===== config.mk =====
export PLATFORM = sky130hd
export DESIGN_NAME = prec_scalable_mac
export DESIGN_NICKNAME = d
export VERILOG_FILES = /design/src/rtl/psmac_pkg.sv /design/src/rtl/psmac_slice_mult.sv /design/src/rtl/prec_scalable_mac.sv
export SDC_FILE = /design/constraint.sdc
export NUM_CORES = 1
export LEC_CHECK = 0
export CAP_MARGIN = 5
export CORE_UTILIZATION = 59
export CTS_CLUSTER_SIZE = 14
export DETAILED_ROUTE_END_ITERATION = 8
export GPL_TIMING_DRIVEN = 1
export PLACE_DENSITY = 0.76
export SETUP_SLACK_MARGIN = 0.2
export SYNTH_ARGS = -nofsm -noshare
export SYNTH_HDL_FRONTEND = slang
export SYNTH_HIERARCHICAL = 1
export SYNTH_SLANG_ARGS = --single-unit

===== constraint.sdc =====
create_clock -name clk -period 27 [get_ports clk]
set_clock_uncertainty 0.05 [all_clocks]
set_input_delay 5.4 -clock clk [delete_from_list [all_inputs] [get_ports clk]]
set_output_delay 5.4 -clock clk [all_outputs]
set_load 0.1 [all_outputs]

===== src/rtl/psmac_pkg.sv =====
// Shared types and lane-geometry helpers for the precision-scalable MAC.
package psmac_pkg;

   typedef enum logic [1:0] {
      MODE_FULL  = 2'b00,
      MODE_HALF  = 2'b01,
      MODE_SLICE = 2'b10,
      MODE_RSVD  = 2'b11
   } mode_e;

   typedef enum logic [1:0] {
      ACC   = 2'd0,
      FLUSH = 2'd1,
      OUT   = 2'd2
   } state_e;

   function automatic int lane_width(mode_e m, int nslice, int lane_w);
      case (m)
         MODE_FULL: return nslice * lane_w;
         MODE_HALF: return (nslice * lane_w) / 2;
         default:   return lane_w;
      endcase
   endfunction

   // Segment k starts a lane: no carry may enter it from segment k-1.
   function automatic logic seg_lsb(mode_e m, int k, int nslice);
      return (m == MODE_SLICE) || (k == 0) || ((m == MODE_HALF) && (k == nslice / 2));
   endfunction

   // Segment k holds the sign of its lane (also: top weight slice of its group).
   function automatic logic seg_msb(mode_e m, int k, int nslice);
      return (m == MODE_SLICE) || (k == nslice - 1) || ((m == MODE_HALF) && (k == nslice / 2 - 1));
   endfunction

endpackage


===== src/rtl/psmac_slice_mult.sv =====
// Signed activation times one weight slice; slice is signed or unsigned per is_signed.
module psmac_slice_mult #(
   parameter  int ACT_W   = 8,
   parameter  int SLICE_W = 2,
   localparam int PW      = ACT_W + SLICE_W
) (
   input  logic [ACT_W-1:0]   act,
   input  logic [SLICE_W-1:0] slice,
   input  logic               is_signed,
   output logic [PW-1:0]      prod
);

   logic signed [PW-1:0] a_ext, w_ext;

   // PW bits hold the exact product for both signed and unsigned slices.
   assign a_ext = {{SLICE_W{act[ACT_W-1]}}, act};
   assign w_ext = {{ACT_W{is_signed & slice[SLICE_W-1]}}, slice};
   assign prod  = a_ext * w_ext;

endmodule


===== src/rtl/prec_scalable_mac.sv =====
// Precision-scalable MAC: full/half/slice products accumulated per lane, valid/ready out.
// Define PSMAC_SAT_EN for per-lane saturation instead of modular wrap.
module prec_scalable_mac
   import psmac_pkg::*;
#(
   parameter  int ACT_W   = 8,
   parameter  int SLICE_W = 2,
   parameter  int NSLICE  = 4,
   parameter  int LANE_W  = 14,
   localparam int WGT_W   = SLICE_W * NSLICE,
   localparam int ACC_W   = NSLICE * LANE_W
) (
   input  logic                    clk,
   input  logic                    rst,
   input  logic                    in_valid,
   output logic                    in_ready,
   input  logic signed [ACT_W-1:0] in_act,
   input  logic [WGT_W-1:0]        in_wgt,
   input  logic                    in_last,
   input  logic [1:0]              prec_mode,
   output logic                    out_valid,
   input  logic                    out_ready,
   output logic [ACC_W-1:0]        acc_o,
   output logic [1:0]              mode_o,
   output logic                    mode_err
);

   localparam int PW     = ACT_W + SLICE_W;
   localparam int HALF_W = lane_width(MODE_HALF, NSLICE, LANE_W);
   localparam int GRP    = NSLICE / 2;
   localparam int STAGES = 1;

   typedef struct packed {
      mode_e                         mode;
      logic [NSLICE-1:0][LANE_W-1:0] prod;
   } s1_t;

   state_e                        state;
   mode_e                         mode_q, eff_mode;
   logic                          first_q, accept;
   logic [STAGES:0]               vld_pipe;
   s1_t                           s1_q;
   logic [NSLICE-1:0]             sgn;
   logic [NSLICE-1:0][PW-1:0]     sp;
   logic [ACC_W-1:0]              p_full, prod_d;
   logic [1:0][HALF_W-1:0]        p_half;
   logic [NSLICE-1:0][LANE_W-1:0] p_slice, acc_q, acc_n, sum_seg;

   assign accept   = in_valid && in_ready;
   assign eff_mode = first_q ? mode_e'(prec_mode) : mode_q;
   assign acc_o    = acc_q;
   assign mode_o   = mode_q;

   generate
      for (genvar k = 0; k < NSLICE; k++) begin : g_lane
         assign sgn[k] = seg_msb(eff_mode, k, NSLICE);
         psmac_slice_mult #(.ACT_W(ACT_W), .SLICE_W(SLICE_W)) u_mult (
            .act       (in_act),
            .slice     (in_wgt[k*SLICE_W +: SLICE_W]),
            .is_signed (sgn[k]),
            .prod      (sp[k])
         );
      end
   endgenerate

   // Recombine shifted slice partials into the lane layout of the active mode.
   always_comb begin
      p_full  = '0;
      p_half  = '0;
      p_slice = '0;
      for (int k = 0; k < NSLICE; k++) begin
         p_full = p_full + ({{(ACC_W-PW){sp[k][PW-1]}}, sp[k]} << (k * SLICE_W));
         p_half[k/GRP] = p_half[k/GRP] + ({{(HALF_W-PW){sp[k][PW-1]}}, sp[k]} << ((k % GRP) * SLICE_W));
         p_slice[k] = {{(LANE_W-PW){sp[k][PW-1]}}, sp[k]};
      end
      case (eff_mode)
         MODE_FULL:  prod_d = p_full;
         MODE_HALF:  prod_d = p_half;
         MODE_SLICE: prod_d = p_slice;
         default:    prod_d = '0;
      endcase
   end

`ifdef PSMAC_SAT_EN
   logic [NSLICE-1:0] ovf_seg;
`endif

   // Segmented adder: carries ripple between segments only inside a lane.
   always_comb begin : add_chain
      logic            c;
      logic [LANE_W:0] s;
      c       = 1'b0;
      s       = '0;
      sum_seg = '0;
`ifdef PSMAC_SAT_EN
      ovf_seg = '0;
`endif
      for (int k = 0; k < NSLICE; k++) begin
         s = {1'b0, acc_q[k]} + {1'b0, s1_q.prod[k]}
             + {{LANE_W{1'b0}}, (c & ~seg_lsb(s1_q.mode, k, NSLICE))};
         c          = s[LANE_W];
         sum_seg[k] = s[LANE_W-1:0];
`ifdef PSMAC_SAT_EN
         ovf_seg[k] = (acc_q[k][LANE_W-1] == s1_q.prod[k][LANE_W-1]) &&
                      (s[LANE_W-1] != acc_q[k][LANE_W-1]);
`endif
      end
   end

`ifdef PSMAC_SAT_EN
   // Walk top-down so each lane's overflow verdict covers all its segments.
   always_comb begin : sat
      logic ovf, neg;
      ovf   = 1'b0;
      neg   = 1'b0;
      acc_n = sum_seg;
      for (int k = NSLICE - 1; k >= 0; k--) begin
         if (seg_msb(s1_q.mode, k, NSLICE)) begin
            ovf = ovf_seg[k];
            neg = acc_q[k][LANE_W-1];
         end
         if (ovf)
            acc_n[k] = seg_msb(s1_q.mode, k, NSLICE) ? {neg, {(LANE_W-1){~neg}}}
                                                     : {LANE_W{~neg}};
      end
   end
`else
   assign acc_n = sum_seg;
`endif

   always_ff @(posedge clk) begin
      if (rst) begin
         vld_pipe    <= '0;
         s1_q.mode   <= MODE_FULL;
         s1_q.prod   <= '0;
         acc_q       <= '0;
      end else begin
         vld_pipe <= {vld_pipe[STAGES-1:0], accept};
         if (accept) begin
            s1_q.mode <= eff_mode;
            s1_q.prod <= prod_d;
         end
         if (vld_pipe[0])
            acc_q <= acc_n;
         else if (out_valid && out_ready)
            acc_q <= '0;
      end
   end

   always_ff @(posedge clk) begin
      if (rst) begin
         state     <= ACC;
         in_ready  <= 1'b0;
         out_valid <= 1'b0;
         mode_q    <= MODE_FULL;
         first_q   <= 1'b1;
         mode_err  <= 1'b0;
      end else begin
         case (state)
            ACC: begin
               in_ready <= 1'b1;
               if (accept) begin
                  first_q <= 1'b0;
                  if (first_q) mode_q <= eff_mode;
                  if (eff_mode == MODE_RSVD) mode_err <= 1'b1;
                  if (in_last) begin
                     state    <= FLUSH;
                     in_ready <= 1'b0;
                  end
               end
            end
            // Last beat has reached the accumulator once it leaves stage 1 alone.
            FLUSH: if (vld_pipe[1] && !vld_pipe[0]) begin
               state     <= OUT;
               out_valid <= 1'b1;
            end
            OUT: if (out_ready) begin
               state     <= ACC;
               out_valid <= 1'b0;
               in_ready  <= 1'b1;
               mode_q    <= MODE_FULL;
               first_q   <= 1'b1;
            end
            default: state <= ACC;
         endcase
      end
   end

endmodule


Word-level counts from Yosys, hierarchy flattened
Index checks and enable logic that the tools add are counted.

word-level totals
  flip-flop bits (word level) = 124
  bits in latches = 0
  bits in writable memories = 0
  bits in read-only memories = 0
  bits of input ports = 23
  output and inout port bits = 61
  logic and storage cells = 90
  memories kept = 0

operators by class
  $add $sub $neg = 12
  multiply operators = 4
  divide/modulo/power cells = 0
  $lt $le $gt $ge = 0
  equality and inequality tests = 12
  shifts and indexed selects = 0
  muxes and demuxes = 21
  bitwise operators = 8
  reductions and logical operators = 17

operators by type and width
  cell                  number
  $pmux W56 S3          1
  $mux W56              2
  $add A14 B14 Y15      3
  $add A10 B12 Y13      3
  $add A15 B1 Y15       2
  $mul A8 B3 Y10        3
  $add A15 B16 Y17      1
  $add A13 B14 Y15      1
  $add A14 B1 Y14       1
  $add A14 B14 Y14      1
  $mux W2               7
  $mul A8 B2 Y10        1
  $ne A2 B2 Y1 const B  5
  $reduce_and A3 Y1     3
  $eq A2 B2 Y1 const B  4
  $reduce_and A4 Y1     2
  $and A1 B1 Y1         6
  $eq A2 B1 Y1 const B  3
  $mux W1               6
  $pmux W1 S2           3
  $pmux W2 S3           1
  $reduce_bool A2 Y1    3
  $logic_not A2 Y1      2
  $pmux W2 S2           1
  5 further kinds       9

Logic depth before layout (Yosys ltp)
Gate-level depths: netlist of run 1.

  depth in word-level cells = 9
  depth in mapped cells = 37
  depth with buffers taken out = 37

By module
Netlist of run 1, hierarchy kept.

by module, submodules not included
  module                                    instances  cells an instance  area an instance (um^2)  sequential area each (um^2)
  prec_scalable_mac                         1          994                8570.7                   2302.2
  psmac_slice_mult at g_lane[0].u_mult ...  3          84                 700.7                    0.0
  psmac_slice_mult at g_lane[3].u_mult      1          84                 698.2                    0.0

Worst setup path after synthesis of run 1
Ideal clock, no wire load.

  path kind = in2reg
  start point = input prec_mode[0]
  end point = register s1_q[42] (netlist bit)
  setup time = 148 ps
  data arrival time = 12119 ps
  data required time = 26802 ps
  path slack = 14683 ps
  stages = 23
  path buffers = 0
  path through = mux2i_1 ha_1 nand2_1 or2_1 fa_1 fa_1 inv_1 ha_1 inv_1 fa_1 nor2b_1 o31a_1 o22ai_2 xnor2_1 fa_1 fa_1 ha_1 and4_1 o21a_1 o31ai_4 a21o_4 a2111oi_4 a21oi_2

RTL lines
  what                RTL line                 RTL
  start: declaration  prec_scalable_mac.sv:20  input logic [1:0] prec_mode,
  end: declaration    prec_scalable_mac.sv:42  s1_t s1_q;

==> flow_summary_export.csv, run 1 <==
group,metric,value,unit
pwr,highest_ir_drop_seen_on_vdd,50.8,uV
clock_network,tritoncts.num_buffers,17,
clock_network,postCtsSetupRepairBufs,0,
critical_path,timing_worst_setup_path_type,"in2reg",
logic_synthesis,complex_gate_fraction_of_the_synthesized_area,23.4,%
critical_path,worstRegToRegCells,37,
hold_path,worstHoldPathType,"reg2reg",
timing,final_hold_slack,0.406,ns
logic_synthesis,synth_flop_cell,"dfxtp_1",
timing,max_slew_margin,27.4,%
drt,wl_per_cell,16.9,um
logic_synthesis,synth.lib_cells_used.distinct,78,
drt,route.final.wire_length,27.8,mm
logic_synthesis,ys_seq_area_share,20.2,%
clock_network,clk_buf_depth,2,
drt,via_per_inst,5.95,
layout,antenna_cells,0,
logic_synthesis,ys_ff_latch,115,
timing,fmax,76.6,MHz
floorplanning,floorplan.core_area,0.0188,sq mm
logic_synthesis,synth_enable_flop_cells,0,
critical_path,worst_path_most_repeated_cell,"fa_1",
clock_network,clock_tree.root_cell,"clkbuf_16",
critical_path,worstPathMaxFanout,43,
grt,grt_pass1_wl,45.8,mm
run,max_cap_violations,0,
layout,layout-area-overhead-vs-synth,13.7,%
critical_path,critical_path_sink_type,"flip-flop",
clock_network,clock_latency,0.42,ns
floorplanning,die_height,141,um
logic_synthesis,syn_area,0.0114,sq mm
timing,timing.final.crit_period,13.06,ns
logic_synthesis,yosys.area_share.adder,27.5,%
timing,timing_max_transition_violations_final,0,
logic_synthesis,synth_top_family_by_area,"adder cells",
grt,met2_usage_in_global_routing,48.6,%
floorplanning,io_pins,84,
grt,grt.met3_usage,3.91,%
grt,maximum_number_of_pins_on_one_net_before_global_route_repair,45,
drt,post-route-drc-count,0,
clock_network,cts_hold_buf,0,
grt,grt_antenna_before_repair,0,
hold_path,holdPathEnd,"s1_q[16]$_SDFFE_PP0P_",
grt,globalRoute.totalOverflow,0,
clock_network,cts_resized,0,
clock_network,clkTransAtPathRegs,0.06,ns
timing,setup_violations,0,
logic_synthesis,asyncSetResetFlopFracSynth,0,%
placement,finalWeightedCongestion,0.942,
floorplanning,fp-row-count,50,
floorplanning,initial_utilization,60.6,%
logic_synthesis,synth_xor_area_share,6.50,%
layout,share_of_post_route_cells_with_drive_strength_above_1,5.74,%
grt,global_route.usage.met1,38.5,%
critical_path,reg2reg_slack,17.50,ns
logic_synthesis,syn-instance-count,1330,
timing,total_negative_slack,0,ns
timing,rsz_0062_raised_after_global_routing,"no",
hold_path,whs_path_depth,2,
logic_synthesis,synth.avg_cell_area,8.55,sq um
drt,first_iter_violations,515,
outcome,run_status,"finished clean",
critical_path,worstReg2RegStart,"s1_q[0]$_SDFFE_PP0P_",
floorplanning,fp.dieW,141,um
clock_network,tritoncts,"done",
grt,grt_pass1_vias,9263,
critical_path,critPathLaunchType,"input pin",
clock_network,clock-sinks,115,
critical_path,worst_ep_arrival,13.27,ns
critical_path,r2r_end,"acc_o[54]$_SDFFE_PP0P_",
placement,numPortBuffers,83,
critical_path,cp_top_family,"adder cells",
pwr,cellPowerDensity,83.6,mW/mm^2
pwr,cellLeakagePower,5.68,nW
timing,final_hold_viol_count,0,
grt,globalRoute.busiestLayer,"met2",
grt,grt_use_total,29.1,%
logic_synthesis,synth_warnings,6,
critical_path,timing.critical_path.slowest_stage_cell,"a2111oi_4",
clock_network,clock_tree.htree_level_count,4,
drt,num_vias,9785,
placement,dpl.hpwl,22.3,mm
timing,min_period_over_period,48.4,%
timing,max_slew.worst_pin.slew,1.09,ns
drt,drt.antenna.violating_nets,0,
hold_path,timing.hold.worst.start,"s1_q[16]$_SDFFE_PP0P_",
critical_path,critPathBufInv,4,
critical_path,critical_path_required,27.21,ns
logic_synthesis,synthMuxAreaShare,0.715,%
critical_path,critPathMaxStageDelay,0.90,ns
logic_synthesis,synthSimpleGateAreaFrac,17.4,%
floorplanning,floorplan.die_area,0.0198,sq mm
drt,detail_route.first_pass.iterations,6,
layout,final_nets,1631,
[registers in the layout, indices dropped and copies added (netlist names)]
name	flops
acc_o	56
s1_q	49
mode_o	2
state	2
vld_pipe	2
first_q	1
in_ready	1
mode_err	1
out_valid	1
[cells by family after synthesis]
family                   Yosys count
AND/OR/NAND/NOR                  403
AO/OA/AOI/OAI                    387
adder cells (fa/ha/maj)          210
buffers and inverters            125
flip-flops                       115
XOR/XNOR                          81
multiplexers                       8
other                              1
[Yosys cell counts (12+ instances only)]
library cell / n / area (sq um)
ha_1: 144 / 1800
nand2_1: 127 / 477
dfxtp_1: 115 / 2300
nor2_1: 101 / 379
a21oi_1: 83 / 415
inv_1: 81 / 304
fa_1: 66 / 1320
o21ai_1: 59 / 295
xnor2_1: 55 / 482
and2_1: 53 / 332
clkbuf_1: 37 / 139
o21ai_0: 37 / 185
a21o_1: 27 / 203
a22oi_1: 26 / 195
xor2_1: 22 / 193
nor2b_1: 20 / 125
nand2b_1: 18 / 113
o21a_1: 18 / 135
and3_1: 16 / 100
nor3_1: 16 / 80.1
a211oi_1: 13 / 97.6
or2_1: 12 / 75.1
[stage by stage]
step / total power [W] / cell area [sq um] / worst slack, ns / util (%) / std cells
6_report: 0.00108 / 12900 / 13.94 / 68.9 / 1645
5_1_grt: 0.00116 / 12900 / 13.41 / 68.9 / 1645
4_1_cts: 0.00107 / 12900 / 13.95 / 68.9 / 1645
3_5_place_dp: 0.000870 / 12400 / 13.54 / 66.0 / 1613
3_3_place_gp: 0.000857 / 12400 / 13.76 / 66.0 / 1613
2_1_floorplan: 0.000727 / 11400 / 14.68 / - / 1331
[where the power goes]
part / internal (W) / switching [W] / leakage, nW
sequential: 0.000193 / 0.0000225 / 0.933
clock: 0.000118 / 0.0000845 / 0.249
combinational: 0.000273 / 0.000390 / 4.50
total: 0.000583 / 0.000497 / 5.68
[worst reg2reg max path: cells and delay by family, from the launching register on]
kind                       cells  cell delay [ns]
AOI/OAI and AO/OA             20             4.62
adders and majority gates      8             2.98
buffers and inverters          1             0.07
DFF                            1             0.37
and+or+nand+nor                8             1.31
[layer usage]
| metal | vias to the layer above | routed length [um] |
|---|---|---|
| li1 | 4871 | - |
| met1 | 4592 | 13000 |
| met2 | 264 | 12800 |
| met3 | 58 | 1250 |
| met4 | 0 | 827 |
| met5 | - | 0 |
[layout by cell type, fill, tap and decap left out, drive strengths merged, types with 16 or more instances in the layout]
cell	n
or2	17
ha	144
nor2b	21
a21o	28
dfxtp	115
o21ai	97
nand2b	18
clkbuf	18
xor2	22
a21oi	94
o21a	18
nor2	101
and3	16
nor3	16
and2	53
nand2	127
fa	66
a22oi	26
clkdlybuf4s50	83
xnor2	59
inv	85
[final cells by class]
cell class	instances	area, sq um
Timing Repair Buffer	91	891
Tap cell	234	293
Clock buffer	18	429
Clock inverter	14	109
Inverter	82	308
Fill cell	1587	5840
Sequential cell	115	2300
Multi-Input combinational cell	1091	8600
[how the worst max path moves through the flow]
stage	from	endpoint	cells after the start
after floorplan	prec_mode[0]	s1_q[42]$_SDFFE_PP0P_	23
after global placement	prec_mode[0]	s1_q[49]$_SDFFE_PP0P_	25
after detailed placement	prec_mode[0]	s1_q[48]$_SDFFE_PP0P_	25
after CTS	prec_mode[0]	s1_q[42]$_SDFFE_PP0P_	25
after global routing	prec_mode[0]	s1_q[42]$_SDFFE_PP0P_	25
final	prec_mode[0]	s1_q[42]$_SDFFE_PP0P_	25
No activity file was read; power rests on OpenSTA's default activity.
==> run 2, diff against run 1 <==
clock period = 13.2 ns   (was 27 ns; I/O delays follow)
==> flow_summary_export.csv, run 2 (same netlist as run 1, synthesis figures left out) <==
group,metric,value,unit
grt,grt_use_total,30.1,%
floorplanning,initial_utilization,60.6,%
outcome,run_status,"finished clean",
clock_network,clock_tree.root_cell,"clkbuf_16",
drt,post-route-drc-count,0,
clock_network,clk_buf_depth,2,
floorplanning,floorplan.die_area,0.0198,sq mm
pwr,cellPowerDensity,172,mW/mm^2
grt,grt_pass1_vias,9450,
layout,final_nets,1631,
critical_path,worstRegToRegCells,37,
layout,most-common-layout-cells,"144 x ha_1, 127 x nand2_1, 115 x dfxtp_1",
drt,first_iter_violations,576,
grt,grt_pass1_wl,47.3,mm
layout,antenna_cells,0,
placement,post-place-cells,1613,
floorplanning,fp-row-count,50,
clock_network,postCtsSetupRepairBufs,0,
clock_network,clock_tree.htree_level_count,4,
timing,max_slew_margin,24.0,%
drt,via_per_inst,5.99,
drt,detail_route.first_pass.iterations,7,
hold_path,whs_path_depth,2,
placement,finalWeightedCongestion,0.958,
clock_network,clock-sinks,115,
pwr,cellLeakagePower,5.70,nW
critical_path,critical_path_required,13.40,ns
timing,min_period_over_period,76.5,%
layout,share_of_post_route_cells_with_drive_strength_above_1,5.81,%
timing,max_slew.worst_pin.slew,1.14,ns
pwr,post-layout-total-power,0.00223,W
timing,fmax,99.0,MHz
layout,postLayoutCoreUtil,69.0,%
drt,route.final.wire_length,28.6,mm
layout,largest_register_ffs,56,
floorplanning,fp.dieW,141,um
clock_network,tritoncts.num_buffers,17,
drt,drt.antenna.violating_nets,0,
grt,grt_antenna_before_repair,0,
placement,dpl.hpwl,22.6,mm
timing,timing.final.crit_period,10.10,ns
floorplanning,floorplan.core_area,0.0188,sq mm
clock_network,cts_resized,0,
timing,rsz_0062_raised_after_global_routing,"no",
clock_network,clock_latency,0.41,ns
grt,maximum_number_of_pins_on_one_net_before_global_route_repair,45,
layout,layout-area-overhead-vs-synth,13.9,%
timing,timing_max_transition_violations_final,0,
clock_network,cts_hold_buf,0,
layout,final_common_cell,"ha_1",
run,max_cap_violations,0,
drt,wl_per_cell,17.4,um
critical_path,timing_worst_setup_path_type,"in2reg",
timing,setup_violations,0,
clock_network,tritoncts,"done",
floorplanning,io_pins,84,
critical_path,critPathLaunchType,"input pin",
layout,final_cells,1645,
pwr,highest_ir_drop_seen_on_vdd,119,uV
placement,numPortBuffers,83,
clock_network,clkTransAtPathRegs,0.06,ns
timing,final_hold_viol_count,0,
critical_path,critical_path_sink_type,"flip-flop",
floorplanning,die_height,141,um
critical_path,worstPathMaxFanout,42,
hold_path,worstHoldPathType,"reg2reg",
grt,globalRoute.totalOverflow,0,
drt,num_vias,9847,
timing,total_negative_slack,0,ns
critical_path,worst_ep_arrival,10.30,ns
## run 2: changes by cell type in the layout (fill, tap and decap cells not counted)
cell and change:
clkinv_2 +1, inv_6 -2, clkbuf_1 -1, bufinv_16 +1, clkinvlp_4 -2, clkinv_4 +3
## run 2: per-stage QoR
step	area, sq um	worst slack, ns	hold slack (ns)
after floorplan	11400	3.64	0.379
after global placement	12400	2.91	0.394
after detailed placement	12400	2.71	0.401
after CTS	13000	3.09	0.417
after global routing	13000	2.68	0.430
final	13000	3.10	0.415
## run 2: cell type report
| cell class | instances | area [sq um] |
|---|---|---|
| Multi-Input combinational cell | 1091 | 8600 |
| Fill cell | 1550 | 5820 |
| Sequential cell | 115 | 2300 |
| Timing Repair Buffer | 91 | 891 |
| Clock buffer | 17 | 425 |
| Inverter | 82 | 308 |
| Tap cell | 234 | 293 |
| Clock inverter | 15 | 138 |
## run 2: per-layer routing
layer | global-route usage, % | up-vias | routed length [um]
met5 | 0 | - | 0
met4 | 11.2 | 0 | 883
met3 | 4.18 | 66 | 1440
met2 | 50.2 | 299 | 13200
met1 | 39.7 | 4644 | 13100
li1 | - | 4838 | -
## run 2: path summary, 6_finish.rpt
check / end / slack, ns / start
hold reg to reg: acc_o[23]$_SDFFE_PP0P_ / 0.42 / acc_o[23]$_SDFFE_PP0P_
setup reg to reg: acc_o[54]$_SDFFE_PP0P_ / 3.60 / s1_q[0]$_SDFFE_PP0P_
hold / removal: acc_o[23]$_SDFFE_PP0P_ / 0.42 / acc_o[23]$_SDFFE_PP0P_
setup / recovery: s1_q[46]$_SDFFE_PP0P_ / 3.10 / prec_mode[0]
## run 2: critical path: stages
cell	delay (ns)
clkdlybuf4s50_1	0.42
mux2i_1	0.33
ha_1	0.25
buf_4	0.39
nand2_1	0.28
or2_1	0.29
fa_1	0.46
fa_1	0.39
inv_1	0.06
ha_1	0.17
inv_1	0.06
fa_1	0.45
nor2b_1	0.17
o31a_1	0.17
o22ai_2	0.09
xnor2_1	0.13
buf_4	0.20
fa_1	0.67
fa_1	0.46
ha_1	0.43
and4_1	0.24
o21a_1	0.16
o31ai_4	0.11
a21o_4	0.27
a2111oi_4	0.87
a21oi_2	0.10
## run 2: report_power, final
| group | total [W] | switching, W | internal (W) |
|---|---|---|---|
| Sequential | 0.000440 | 0.0000450 | 0.000395 |
| Combinational | 0.00136 | 0.000803 | 0.000558 |
| Clock | 0.000432 | 0.000173 | 0.000259 |
==> run 3, diff against run 2 <==
clock period = 10.25 ns   (was 13.2 ns; I/O delays follow)
==> flow_summary_export.csv, run 3 (same netlist as run 1, synthesis figures left out) <==
group,metric,value,unit
outcome,run_status,"finished clean",
drt,post-route-drc-count,0,
placement,post-place-cells,1619,
timing,timing.final.ws_setup,0.754,ns
layout,final_cells,1650,
pwr,highest_ir_drop_seen_on_vdd,163,uV
timing,timing_max_transition_violations_final,0,
critical_path,worst_ep_arrival,9.76,ns
hold_path,worstHoldPathType,"reg2reg",
floorplanning,floorplan.core_area,0.0188,sq mm
drt,m1WireLength,13.2,mm
clock_network,clock-sinks,115,
floorplanning,floorplan.die_area,0.0198,sq mm
timing,timing.final.crit_period,9.50,ns
grt,grt_antenna_before_repair,0,
drt,num_vias,9869,
timing,fmax,105,MHz
clock_network,clkTransAtPathRegs,0.06,ns
clock_network,tritoncts,"done",
drt,via_per_inst,5.98,
drt,routed-wl-met2,13.3,mm
critical_path,timing_worst_setup_path_type,"reg2reg",
floorplanning,fp-row-count,50,
grt,globalRoute.totalOverflow,0,
timing,total_negative_slack,0,ns
layout,most-common-layout-cells,"144 x ha_1, 127 x nand2_1, 115 x dfxtp_1",
clock_network,clk_buf_depth,2,
drt,wl_per_cell,17.4,um
clock_network,clock_latency,0.42,ns
placement,finalWeightedCongestion,0.923,
placement,placed_cell_area,0.0124,sq mm
drt,drt.antenna.violating_nets,0,
layout,share_of_post_route_cells_with_drive_strength_above_1,6.29,%
clock_network,postCtsSetupRepairBufs,0,
clock_network,tritoncts.num_buffers,17,
grt,maximum_number_of_pins_on_one_net_before_global_route_repair,45,
placement,numPortBuffers,83,
timing,setup_violations,0,
timing,max_slew.worst_pin.slew,1.12,ns
layout,largest_register_ffs,56,
grt,grt_use_total,29.7,%
floorplanning,die_height,141,um
timing,rsz_0062_raised_after_global_routing,"no",
run,max_cap_violations,0,
layout,finish.instance_area,0.0131,sq mm
critical_path,worst_path_most_repeated_cell,"fa_1",
drt,detail_route.first_pass.iterations,6,
critical_path,critPathMaxStageDelay,0.44,ns
layout,antenna_cells,0,
drt,first_iter_violations,635,
layout,final_common_cell,"ha_1",
floorplanning,fp.dieW,141,um
layout,layout-area-overhead-vs-synth,14.8,%
clock_network,clock_tree.root_cell,"clkbuf_16",
pwr,cellLeakagePower,5.75,nW
floorplanning,io_pins,84,
critical_path,critPathLaunchType,"flip-flop",
pwr,post-layout-total-power,0.00294,W
placement,dpl.hpwl,22.7,mm
drt,route.final.wire_length,28.8,mm
pwr,cellPowerDensity,225,mW/mm^2
drt,detailroute.wirelength.met3,1.49,mm
drt,top_layer_used,"met4",
critical_path,critical_path_required,10.51,ns
timing,final_hold_viol_count,0,
clock_network,clock_tree.htree_level_count,4,
floorplanning,initial_utilization,60.6,%
critical_path,timing.critical_path.slowest_stage_cell,"fa_1",
critical_path,worstPathMaxFanout,3,
grt,grt_pass1_vias,9343,
layout,final_nets,1637,
critical_path,critical_path_sink_type,"flip-flop",
timing,max_slew_margin,25.5,%
grt,grt_pass1_wl,46.9,mm
timing,min_period_over_period,92.6,%
placement,dpl_worst_slack,0.533,ns
[run 3: changes by cell type in the layout (fill, tap and decap cells not counted), sizes merged]
cell / before / now
bufinv: 1 / 3
inv: 83 / 84
clkinv: 10 / 7
clkinvlp: 3 / 2
buf: 8 / 14
[run 3: layout make-up]
| type | instances | area [sq um] |
|---|---|---|
| clock buffers | 17 | 425 |
| fillers | 1544 | 5720 |
| clock inverters | 14 | 180 |
| inverters | 82 | 308 |
| well taps | 234 | 293 |
| repair buffers | 97 | 936 |
| multi-input cells | 1091 | 8610 |
| flip-flops and latches | 115 | 2300 |
[run 3: power breakdown]
part           internal, W  leakage [nW]  total, W  switching (W)
combinational     0.000721          4.53   0.00176        0.00104
clock             0.000383         0.290  0.000610       0.000226
sequential        0.000508         0.933  0.000568      0.0000600
[run 3: repair_timing]
item                                    in CTS  in global routing
resized for setup                            0                  2
hold buffers                                 0                  0
endpoints found under the setup margin       0                  1
[run 3: worst paths after layout]
check                                            from                      to  slack (ns)  cells past startpoint
worst max-delay path             s1_q[0]$_SDFFE_PP0P_  acc_o[54]$_SDFFE_PP0P_        0.75                     37
worst min-delay path            s1_q[16]$_SDFFE_PP0P_   s1_q[16]$_SDFFE_PP0P_        0.41                      2
worst max register to register   s1_q[0]$_SDFFE_PP0P_  acc_o[54]$_SDFFE_PP0P_        0.75                     37
worst min register to register  s1_q[16]$_SDFFE_PP0P_   s1_q[16]$_SDFFE_PP0P_        0.41                      2
[run 3: worst max-delay path, delay by kind of cell, from the launching register on]
family	cells	cell delay [ns]
AO/OA/AOI/OAI	20	4.61
adder cells (fa/ha/maj)	8	2.98
AND/OR/NAND/NOR	8	1.31
flip-flops	1	0.35
buffers and inverters	1	0.07
[run 3: routing by layer]
layer,GRT usage [%],up-vias
met5,0,-
met2,49.1,306
met3,5.03,56
met1,38.9,4632
met4,10.9,0
li1,-,4875
[run 3: per-stage QoR]
step           utilization [%]  hold slack [ns]
2_1_floorplan                -            0.379
3_3_place_gp              66.3            0.396
3_5_place_dp              66.3            0.397
4_1_cts                   69.5            0.404
5_1_grt                   69.5            0.414
6_report                  69.5            0.409
